`src/rtl/riscv_pkg.sv`:
```
// Shared TP2 core definitions used by the writeback stage.
// Contents: instruction-type codes, writeback source select codes, load funct3 codes and the
// writeback FSM state type.
package riscv_pkg;

  localparam logic [3:0] R_TYPE = 4'd0;
  localparam logic [3:0] I_TYPE = 4'd1;
  localparam logic [3:0] S_TYPE = 4'd2;
  localparam logic [3:0] B_TYPE = 4'd3;
  localparam logic [3:0] U_TYPE = 4'd4;
  localparam logic [3:0] J_TYPE = 4'd5;
  localparam logic [3:0] N_TYPE = 4'd7;

  localparam logic [1:0] WB_ALU  = 2'd0;
  localparam logic [1:0] WB_MEM  = 2'd1;
  localparam logic [1:0] WB_PC4  = 2'd2;
  localparam logic [1:0] WB_NONE = 2'd3;

  localparam logic [2:0] F3_LB  = 3'd0;
  localparam logic [2:0] F3_LH  = 3'd1;
  localparam logic [2:0] F3_LW  = 3'd2;
  localparam logic [2:0] F3_LBU = 3'd4;
  localparam logic [2:0] F3_LHU = 3'd5;

  typedef enum logic [1:0] {
    StIdle,
    StWaitMem,
    StWrite
  } wb_state_e;

endpackage

```
`src/rtl/writeback_unit_if.sv`:
```
// Writeback bus: execute handshake and instruction fields, data-memory read return, and the
// register-file write port with retire/error pulses.
// Modports: master = execute/memory/register-file side, slave = writeback_unit.
interface writeback_unit_if;

  logic        in_valid;
  logic        in_ready;
  logic [3:0]  instr_type;
  logic [1:0]  wb_sel;
  logic [2:0]  funct3;
  logic [4:0]  rd;
  logic [31:0] alu_result;
  logic [31:0] pc;
  logic [31:0] mem_rdata;
  logic        mem_rvalid;
  logic        rf_we;
  logic [4:0]  rf_waddr;
  logic [31:0] rf_wdata;
  logic        wb_done;
  logic        wb_err;

  modport master (
    output in_valid, instr_type, wb_sel, funct3, rd, alu_result, pc, mem_rdata, mem_rvalid,
    input  in_ready, rf_we, rf_waddr, rf_wdata, wb_done, wb_err
  );

  modport slave (
    input  in_valid, instr_type, wb_sel, funct3, rd, alu_result, pc, mem_rdata, mem_rvalid,
    output in_ready, rf_we, rf_waddr, rf_wdata, wb_done, wb_err
  );

endinterface

```
`src/rtl/load_extend.sv`:
```
// Sub-word load extraction and extension (combinational).
// Ports: word (32-bit memory word), funct3 (load size code), addr (low address bits),
//        value (extended 32-bit result). LW and unknown codes pass the full word.
module load_extend
  import riscv_pkg::*;
(
  input  logic [31:0] word,
  input  logic [2:0]  funct3,
  input  logic [1:0]  addr,
  output logic [31:0] value
);

  logic [7:0]  byte_v;
  logic [15:0] half_v;

  always_comb begin
    unique case (addr)
      2'd0:    byte_v = word[7:0];
      2'd1:    byte_v = word[15:8];
      2'd2:    byte_v = word[23:16];
      default: byte_v = word[31:24];
    endcase
    // Halfword lane is chosen by addr[1] only; misaligned bit 0 is ignored.
    half_v = addr[1] ? word[31:16] : word[15:0];

    case (funct3)
      F3_LB:   value = {{24{byte_v[7]}}, byte_v};
      F3_LH:   value = {{16{half_v[15]}}, half_v};
      F3_LBU:  value = {24'd0, byte_v};
      F3_LHU:  value = {16'd0, half_v};
      default: value = word;
    endcase
  end

endmodule

```
`src/rtl/writeback_unit.sv`:
```
// Register-file write stage: accepts one retiring instruction, selects ALU result, load data
// or PC+4, waits for data memory on loads (watchdog bounded by TIMEOUT) and issues one write.
// Ports: clk, rst_n (synchronous, active low), bus (writeback_unit_if.slave).
// Parameter: TIMEOUT (1..255) cycles allowed in the memory wait before abort.
// Macro: WB_LOAD_EXT_EN enables sub-word load extraction/extension via load_extend;
//        without it every load writes the full memory word.
module writeback_unit
  import riscv_pkg::*;
#(
  parameter int unsigned TIMEOUT = 15
) (
  input logic             clk,
  input logic             rst_n,
  writeback_unit_if.slave bus
);

  // Expiry compares against TIMEOUT-1 so the error lands TIMEOUT edges after accept.
  localparam logic [7:0] TimeoutLast = 8'(TIMEOUT - 1);

  wb_state_e   state_q, state_d;
  logic [7:0]  timer_q, timer_d;
  logic [4:0]  rd_q, rd_d;
  logic        we_q, we_d;
  logic [31:0] data_q, data_d;
  logic        err_q, err_d;
  logic [31:0] load_val;
  logic        accept;

  assign accept = (state_q == StIdle) && bus.in_valid;

`ifdef WB_LOAD_EXT_EN
  logic [2:0] funct3_q;
  logic [1:0] addr_q;

  always_ff @(posedge clk) begin
    if (!rst_n) begin
      funct3_q <= '0;
      addr_q   <= '0;
    end else if (accept) begin
      funct3_q <= bus.funct3;
      addr_q   <= bus.alu_result[1:0];
    end
  end

  load_extend u_load_extend (
    .word   (bus.mem_rdata),
    .funct3 (funct3_q),
    .addr   (addr_q),
    .value  (load_val)
  );
`else
  logic unused_funct3;
  assign unused_funct3 = ^bus.funct3;
  assign load_val      = bus.mem_rdata;
`endif

  always_ff @(posedge clk) begin
    if (!rst_n) begin
      state_q <= StIdle;
      timer_q <= '0;
      rd_q    <= '0;
      we_q    <= 1'b0;
      data_q  <= '0;
      err_q   <= 1'b0;
    end else begin
      state_q <= state_d;
      timer_q <= timer_d;
      rd_q    <= rd_d;
      we_q    <= we_d;
      data_q  <= data_d;
      err_q   <= err_d;
    end
  end

  always_comb begin
    state_d = state_q;
    timer_d = timer_q;
    rd_d    = rd_q;
    we_d    = we_q;
    data_d  = data_q;
    err_d   = 1'b0;

    unique case (state_q)
      StIdle: begin
        if (bus.in_valid) begin
          rd_d   = bus.rd;
          we_d   = !(bus.instr_type == S_TYPE || bus.instr_type == B_TYPE ||
                     bus.instr_type == N_TYPE) &&
                   (bus.wb_sel != WB_NONE) && (bus.rd != 5'd0);
          data_d = (bus.wb_sel == WB_PC4) ? bus.pc + 32'd4 : bus.alu_result;
          if (bus.wb_sel == WB_MEM) begin
            state_d = StWaitMem;
            timer_d = '0;
          end else begin
            state_d = StWrite;
          end
        end
      end
      StWaitMem: begin
        // Data arriving on the expiry cycle takes priority over the timeout.
        if (bus.mem_rvalid) begin
          data_d  = load_val;
          state_d = StWrite;
        end else if (timer_q == TimeoutLast) begin
          err_d   = 1'b1;
          state_d = StIdle;
        end else begin
          timer_d = timer_q + 8'd1;
        end
      end
      StWrite: state_d = StIdle;
      default: state_d = StIdle;
    endcase
  end

  assign bus.in_ready = (state_q == StIdle);
  assign bus.wb_done  = (state_q == StWrite);
  assign bus.rf_we    = (state_q == StWrite) && we_q;
  assign bus.rf_waddr = (state_q == StWrite) ? rd_q : '0;
  assign bus.rf_wdata = (state_q == StWrite) ? data_q : '0;
  assign bus.wb_err   = err_q;

endmodule

```
`src/flat_wrapper.sv`:
```
// flat-port wrapper written by rule: the top's interface ports become plain ports
module writeback_unit_flat import riscv_pkg::*;
#(
  parameter int unsigned TIMEOUT = 15
)
  (clk, rst_n, bus_in_valid, bus_instr_type, bus_wb_sel, bus_funct3, bus_rd, bus_alu_result, bus_pc, bus_mem_rdata, bus_mem_rvalid, bus_in_ready, bus_rf_we, bus_rf_waddr, bus_rf_wdata, bus_wb_done, bus_wb_err);
  writeback_unit_if bus_i ();
  input logic clk;
  input logic rst_n;
  input wire logic [$bits(bus_i.in_valid)-1:0] bus_in_valid;
  input wire logic [$bits(bus_i.instr_type)-1:0] bus_instr_type;
  input wire logic [$bits(bus_i.wb_sel)-1:0] bus_wb_sel;
  input wire logic [$bits(bus_i.funct3)-1:0] bus_funct3;
  input wire logic [$bits(bus_i.rd)-1:0] bus_rd;
  input wire logic [$bits(bus_i.alu_result)-1:0] bus_alu_result;
  input wire logic [$bits(bus_i.pc)-1:0] bus_pc;
  input wire logic [$bits(bus_i.mem_rdata)-1:0] bus_mem_rdata;
  input wire logic [$bits(bus_i.mem_rvalid)-1:0] bus_mem_rvalid;
  output wire logic [$bits(bus_i.in_ready)-1:0] bus_in_ready;
  output wire logic [$bits(bus_i.rf_we)-1:0] bus_rf_we;
  output wire logic [$bits(bus_i.rf_waddr)-1:0] bus_rf_waddr;
  output wire logic [$bits(bus_i.rf_wdata)-1:0] bus_rf_wdata;
  output wire logic [$bits(bus_i.wb_done)-1:0] bus_wb_done;
  output wire logic [$bits(bus_i.wb_err)-1:0] bus_wb_err;
  assign bus_i.in_valid = bus_in_valid;
  assign bus_i.instr_type = bus_instr_type;
  assign bus_i.wb_sel = bus_wb_sel;
  assign bus_i.funct3 = bus_funct3;
  assign bus_i.rd = bus_rd;
  assign bus_i.alu_result = bus_alu_result;
  assign bus_i.pc = bus_pc;
  assign bus_i.mem_rdata = bus_mem_rdata;
  assign bus_i.mem_rvalid = bus_mem_rvalid;
  assign bus_in_ready = bus_i.in_ready;
  assign bus_rf_we = bus_i.rf_we;
  assign bus_rf_waddr = bus_i.rf_waddr;
  assign bus_rf_wdata = bus_i.rf_wdata;
  assign bus_wb_done = bus_i.wb_done;
  assign bus_wb_err = bus_i.wb_err;
  writeback_unit #(.TIMEOUT(TIMEOUT)) u_core (.clk(clk), .rst_n(rst_n), .bus(bus_i));
endmodule
```
`config.mk`:
```
export PLATFORM = sky130hd
export DESIGN_NAME = writeback_unit_flat
export DESIGN_NICKNAME = d
export VERILOG_FILES = /design/src/rtl/riscv_pkg.sv /design/src/rtl/writeback_unit_if.sv /design/src/rtl/load_extend.sv /design/src/rtl/writeback_unit.sv /design/src/flat_wrapper.sv
export SDC_FILE = /design/constraint.sdc
export NUM_CORES = 1
export LEC_CHECK = 0
export ABC_AREA = 1
export ABC_CLOCK_PERIOD_IN_PS = 1300
export CORE_ASPECT_RATIO = 1.5
export CORE_MARGIN = 2
export CORE_UTILIZATION = 40
export CTS_BUF_LIST = sky130_fd_sc_hd__clkbuf_8
export CTS_CLUSTER_DIAMETER = 60
export DETAILED_ROUTE_END_ITERATION = 10
export HOLD_SLACK_MARGIN = 0.05
export PLACE_DENSITY = 0.79
export RECOVER_POWER = 25
export SYNTH_ARGS = -nofsm -noshare
export SYNTH_HDL_FRONTEND = slang
export SYNTH_SLANG_ARGS = --single-unit
```
`constraint.sdc`:
```
create_clock -name clk -period 1.3 [get_ports clk]
set_input_delay 0.26 -clock clk [delete_from_list [all_inputs] [get_ports clk]]
set_output_delay 0.26 -clock clk [all_outputs]
set_load 0.1 [all_outputs]
```
==> results of run 1 <==
==> worst paths after layout <==
| path | slack (ps) | cells after the start | from | endpoint |
|---|---|---|---|---|
| max reg2reg | -890 | 10 | u_core.state_q[0] | u_core.timer_q[1] |
| max | -1030 | 9 | bus_wb_sel[0] | u_core.timer_q[1] |
| min | 500 | 4 | bus_pc[2] | u_core.data_q[2] |
| min reg2reg | 510 | 2 | u_core.data_q[31] | u_core.data_q[31] |
==> cell usage in the layout (no fill, tap or decap), drive strengths merged, types with 2 or more instances in the layout <==
cell type      synthesis  layout
nor3                   2       2
or2                   12      12
nand2                146     146
xnor2                  8       8
xor2                   6       6
nor2                 133     133
nand4                  3       3
inv                   77      77
a21oi                 73      74
dlymetal6s2s           0       4
o211ai                 9       9
clkdlybuf4s50          0      89
ha                     3       3
o21bai                 3       3
nor3b                  2       2
dlygate4sd2            0      17
clkbuf                18       7
a221oi                 5       5
dfxtp                 49      49
diode                  0       2
nand3                 41      41
buf                   12     159
o21ai                 26      26
==> worst max-delay path: stages <==
cell                              delay, ps
sky130_fd_sc_hd__clkdlybuf4s50_1        570
sky130_fd_sc_hd__inv_1                  130
sky130_fd_sc_hd__o21ai_1                610
sky130_fd_sc_hd__nand2_4                140
sky130_fd_sc_hd__nor2_4                 230
sky130_fd_sc_hd__a21oi_4                100
sky130_fd_sc_hd__buf_6                  160
sky130_fd_sc_hd__o21ai_4                200
sky130_fd_sc_hd__nor2_1                 130
==> timing repair <==
action,CTS,global route
setup endpoints to repair,81,89
gates cloned,12,1
endpoints found under the hold margin,0,0
pin swaps,44,47
setup buffers,19,14
resized for setup,183,120
==> cell type report <==
type,count,area (sq um)
multi-input combinational,476,3334
timing repair buffer,270,3248
sequential,49,988.4
fill,291,681.9
inverter,77,316.6
tap,110,137.6
clock buffer,6,82.58
clock inverter,2,33.78
antenna,2,5.005
==> layer usage <==
| metal | up-vias | wire [microns] | part of all wire | GRT usage |
|---|---|---|---|---|
| met3 | 323 | 3420 | 0.13 | 0.08185 |
| li1 | 2506 | - | - | - |
| met1 | 2929 | 8366 | 0.31 | 0.4267 |
| met4 | 0 | 3238 | 0.12 | 0.2969 |
| met2 | 756 | 12200 | 0.45 | 0.7017 |
| met5 | - | 0 | 0 | 0 |
==> where the power goes <==
| part | switching (W) | internal (W) |
|---|---|---|
| clock | 0.000632 | 0.000623 |
| sequential | 0.000144 | 0.00166 |
| combinational | 0.00226 | 0.00166 |
==> state kept, by name, summed over array words and instances, names as in the netlist <==
| register | flops |
|---|---|
| u_core.bus.wb_err | 1 |
| u_core.data_q | 32 |
| u_core.rd_q | 5 |
| u_core.state_q | 2 |
| u_core.timer_q | 8 |
| u_core.we_q | 1 |
==> per-stage QoR <==
stage	utilization	instance area [sq um]	power, W
final	0.9228	8147	0.006976
after global routing	0.9225	8144	0.007095
after CTS	0.8665	7650	0.006110
after detailed placement	0.7419	6550	0.004209
after global placement	0.7419	6550	0.004155
after floorplan	-	3994	0.003147
==> kinds of logic after synthesis <==
| group | count (synthesis) | synth area share |
|---|---|---|
| buffers and inverters | 107 | 0.1168 |
| XOR/XNOR | 14 | 0.03365 |
| AND/OR/NAND/NOR | 341 | 0.3942 |
| adder cells (fa/ha/maj) | 3 | 0.01030 |
| flip-flops | 49 | 0.2692 |
| AO/OA/AOI/OAI | 117 | 0.1758 |
==> flow_summary.ini, run 1 <==
[placement]
dp.cells = 945
gpl.final_weighted_congestion = 0.9363
preCtsSetupSlack_ps = -769.6
numPortBuffers = 151
dp_hpwl_mm = 11.07

[synthesis]
synth.top_cells.by_area = sky130_fd_sc_hd__dfxtp_1, sky130_fd_sc_hd__nand2_1, sky130_fd_sc_hd__nor2_1
synth.avg_cell_area_sq_um = 5.774
mappedNetlistArea_sq_mm = 0.003643
postSynthNetCount = 748
synthDominantAreaCellType = sky130_fd_sc_hd__dfxtp_1
synth-main-ff-cell = sky130_fd_sc_hd__dfxtp_1
yosys.cell_count.top_type = sky130_fd_sc_hd__nand2_1
yosys_register_bits = 49
syn_inst = 631
synth.lib_cells_used.distinct = 33
post-synth-top-area-fraction = 0.2692
ys_warn_count = 0
async_reset_ff_frac = 0
synth_enable_flop_cells = 0
yosys-top-cells-count = sky130_fd_sc_hd__nand2_1, sky130_fd_sc_hd__nor2_1, sky130_fd_sc_hd__inv_1, sky130_fd_sc_hd__a21oi_1, sky130_fd_sc_hd__dfxtp_1
synth_seq_area_share = 0.2692

[cts]
clock_sink_count = 49
cts.htree.levels = 2
worst_setup_hold_path_clk_slew_ps = 100
tritoncts = yes
hold_buf_cts = 0
cts_made_buffers = 5
cts.path.max_buffers = 2
cts-root-buf = sky130_fd_sc_hd__clkbuf_8
clk-insertion-delay-late_ps = 340

[sta]
setup_repair_after_global_routing_missed_its_margin = true
number_of_endpoints_with_negative_hold_slack_in_the_final_report = 0
worst_pin_slew_ps = 742.0
final.setup_skew_ps = 23.98
finalHoldWorstSlack_ps = 500.8
post-route-worst-setup-slack_ps = -1026
max_slew_margin = 0.5020
setup_total_negative_slack_ps = -52360
clock.fmax_mhz = 429.9
period_needed_ps = 2326
min_period_over_period = 1.789
final_max_slew_viol_count = 0
setup_viol = 89

[floorplan]
floorplan.die.height_microns = 120.9
dieArea_sq_mm = 0.009904
ioPinCount = 155
std_cell_rows = 42
core_sq_mm = 0.008828
floorplan.initialDensity = 0.4127
dieWidth_microns = 81.93

[global_route]
wire_length_of_the_first_global_routing_pass_mm = 30.58
initial_antenna_violation_count = 2
vias_in_the_first_global_route = 6013
globalRouteOverflowTotal = 0
groute.usage.overall = 0.4086
grt_start_max_net_pins = 27

[critical_path]
worst_setup_sp_type = primary input
setup.worst_path.end_class = register
criticalPathCategory = in2reg
worst_ep_arrival_time_ps = 2530
critPathMaxFanout = 6
worst_ep_required_time_ps = 1500

[power_and_ir_drop]
p_leak_nw = 3.302
power.density_mw_per_mm2 = 856.4
vdd_drop_max_v = 0.0006606

[detailed_routing]
drt_wl_total_mm = 27.23
wl_per_cell_microns = 27.45
antenna_left = 0
drc_errors_left = 0
routed-via-count = 6514
dr.pass1.iters = 7
iteration_0_drc_count_of_the_detailed_router = 1094
via_per_inst = 6.567

[run_status]
violations = negative setup slack
outcome = finished, violations left

[run]
maxCapViolations = 0

[min_path]
min-delay-path-class = in2reg

[final_layout]
final_layout_size_suffix_gt1_frac = 0.4307
syn_to_layout_area_delta_pct = 123.6
finalNonFillerCells = 992
nNetsFinal = 996
Note: power is estimated with default switching activity, not from simulation.
==> run 2: changes to the inputs <==
Settings changed: MAX_ROUTING_LAYER set to met4, SLEW_MARGIN set to 25.
==> run 2 against run 1 <==
Net effect:
- the flow still finishes with violations (negative setup slack)
- utilization decreased by 7.6 points
- critical path depth is 3 lower
- sequential share of layout area rose by 1.1 points
- setup slack better by 450 ps
- first-iteration DRC count down 64%
- register-to-register slack better by 400 ps
- clock-buffer cell count unchanged
- combinational power decreased by 19%
- non-clock buffer count shrank 19
- routed wire length is 29% lower
- via count fell by 15%
- largest power group unchanged
==> flow_summary.ini, run 2 (same netlist as run 1, synthesis figures left out) <==
[global_route]
initial_antenna_violation_count = 0
grt_start_max_net_pins = 29
vias_in_the_first_global_route = 5476
wire_length_of_the_first_global_routing_pass_mm = 26.58
globalRouteOverflowTotal = 0
groute.usage.overall = 0.3599

[critical_path]
worstSetupEndpoint = bus_rf_wdata[11]
worst_ep_arrival_time_ps = 1620
worst_r2r_path_cells = 11
worst_ep_required_time_ps = 1040
rrSetupSlack_ps = -490
criticalPathCategory = reg2out
timing.critical_path.from = u_core.state_q[0]
worst_r2r_startpoint = u_core.state_q[0]
worst_setup_sp_type = register
setup.worst_path.end_class = output pin
r2r-end = u_core.timer_q[5]
critPathMaxFanout = 13

[sta]
setup_viol = 87
number_of_endpoints_with_negative_hold_slack_in_the_final_report = 0
clock.fmax_mhz = 532.0
max_slew_margin = 0.7882
setup_repair_after_global_routing_missed_its_margin = true
period_needed_ps = 1880
final_max_slew_viol_count = 0
final.setup_skew_ps = 13.05
post-route-worst-setup-slack_ps = -579.6
min_period_over_period = 1.446
worst_pin_slew_ps = 316.9

[min_path]
holdPathStages = 4
min-delay-path-class = in2reg
worst_hold_startpoint = bus_pc[2]

[final_layout]
largest_register_ff_count = 32
final_layout_size_suffix_gt1_frac = 0.3693
commonest_non_fill_non_tap_cell_in_the_layout = sky130_fd_sc_hd__nand2_1
final_core_util = 0.8467
largest_registers = u_core.data_q (32), u_core.timer_q (8), u_core.rd_q (5)
top_register = u_core.data_q
nNetsFinal = 977
layout.cells.most_common_list = sky130_fd_sc_hd__nand2_1, sky130_fd_sc_hd__clkdlybuf4s50_1, sky130_fd_sc_hd__inv_1
antennaDiodeCount = 0
syn_to_layout_area_delta_pct = 105.2
stdcell_area_sq_mm = 0.007475
n_fill_cell = 471

[cts]
hold_buf_cts = 0
tritoncts = yes
cts.htree.levels = 2
cts_made_buffers = 5
worst_setup_hold_path_clk_slew_ps = 100
cts.path.max_buffers = 2
cts-root-buf = sky130_fd_sc_hd__clkbuf_8
clk-insertion-delay-late_ps = 330
clock_sink_count = 49

[detailed_routing]
iteration_0_drc_count_of_the_detailed_router = 395
via_per_inst = 5.704
wl_per_cell_microns = 19.80
dr.pass1.iters = 5
routed-via-count = 5539
drt_wl_total_mm = 19.23
drc_errors_left = 0
antenna_left = 0

[floorplan]
floorplan.initialDensity = 0.4127
dieArea_sq_mm = 0.009904
core_sq_mm = 0.008828
dieWidth_microns = 81.93
std_cell_rows = 42
floorplan.die.height_microns = 120.9
ioPinCount = 155

[placement]
detailed_place.area_sq_mm = 0.006545
dp_hpwl_mm = 11.02
numPortBuffers = 151
gpl.final_weighted_congestion = 0.9218

[run_status]
outcome = finished, violations left
violations = negative setup slack

[power_and_ir_drop]
power.density_mw_per_mm2 = 792.3
p_leak_nw = 3.039
vdd_drop_max_v = 0.0006329

[run]
maxCapViolations = 0
-- run 2: cell count changes in the layout (fill, tap and decap cells not counted), moves of 5 or more --
cell / change
sky130_fd_sc_hd__a21oi_2: -9
sky130_fd_sc_hd__buf_4: -6
sky130_fd_sc_hd__nand2_1: +16
sky130_fd_sc_hd__o21ai_1: +5
sky130_fd_sc_hd__nand2_4: -8
sky130_fd_sc_hd__nor2_1: +9
sky130_fd_sc_hd__o21ai_4: -5
sky130_fd_sc_hd__nor2_4: -21
sky130_fd_sc_hd__buf_8: -5
sky130_fd_sc_hd__a21oi_1: +9
sky130_fd_sc_hd__nand2_2: -8
sky130_fd_sc_hd__nor2_2: +12
-- run 2: layout make-up --
class                   instances  area (sq um)  share of cell area
repair buffers                251          2937              0.3929
clock inverters                 2         7.507            0.001004
multi-input cells             476          3018              0.4037
clock buffers                   6         82.58             0.01105
well taps                     110         137.6             0.01841
inverters                      77         304.0             0.04068
flip-flops and latches         49         988.4              0.1322
-- run 2: report_power, final --
group          switching [W]  internal [W]
Combinational        0.00180       0.00136
Clock               0.000579      0.000421
Sequential          0.000105       0.00166
-- run 2: what timing repair did --
item,CTS,global route
gates resized for setup,117,80
pin swaps,29,15
setup buffers,13,5
gates cloned,6,0
endpoints found under the setup margin,82,89
-- run 2: per-stage QoR --
stage          worst slack [ps]  std cells  setup TNS, ps  power, W  hold WS, ps
6_report                 -579.6        971         -34840  0.005922        449.3
5_1_grt                  -630.4        971         -38250  0.006104        476.3
4_1_cts                  -522.7        968         -26360  0.005530        468.9
3_5_place_dp             -872.9        941         -32990  0.004205        455.4
3_3_place_gp             -748.8        941         -29730  0.004156        450.1
2_1_floorplan            -868.0        631         -66540  0.003147        338.5
-- run 2: how the worst min path moves through the flow --
stage | endpoint | slack (ps)
2_1_floorplan | u_core.bus.wb_err | 340
3_3_place_gp | u_core.data_q[6] | 450
3_5_place_dp | u_core.data_q[27] | 460
4_1_cts | u_core.data_q[27] | 470
5_1_grt | u_core.data_q[2] | 480
6_report | u_core.data_q[2] | 450
-- run 2: critical path, stage by stage (launching register included) --
cell,delay [ps]
sky130_fd_sc_hd__dfxtp_4,360
sky130_fd_sc_hd__buf_6,110
sky130_fd_sc_hd__nor2_4,150
sky130_fd_sc_hd__clkinv_4,130
sky130_fd_sc_hd__buf_12,200
sky130_fd_sc_hd__nor2_4,140
sky130_fd_sc_hd__buf_12,190
-- run 2: per-layer routing --
layer | GRT usage | wire length [microns] | vias up
li1 | - | - | 2464
met1 | 0.3764 | 6314 | 2573
met2 | 0.6280 | 10150 | 387
met3 | 0.04762 | 1377 | 115
met4 | 0.2104 | 1383 | 0
met5 | - | 0 | -
==> run 3: changes to the inputs <==
Settings changed: CTS_CLUSTER_SIZE set to 24, SLEW_MARGIN 25 to 20.
==> results of run 3 <==
The final DEF is identical to that of run 2; final timing and power are the same.
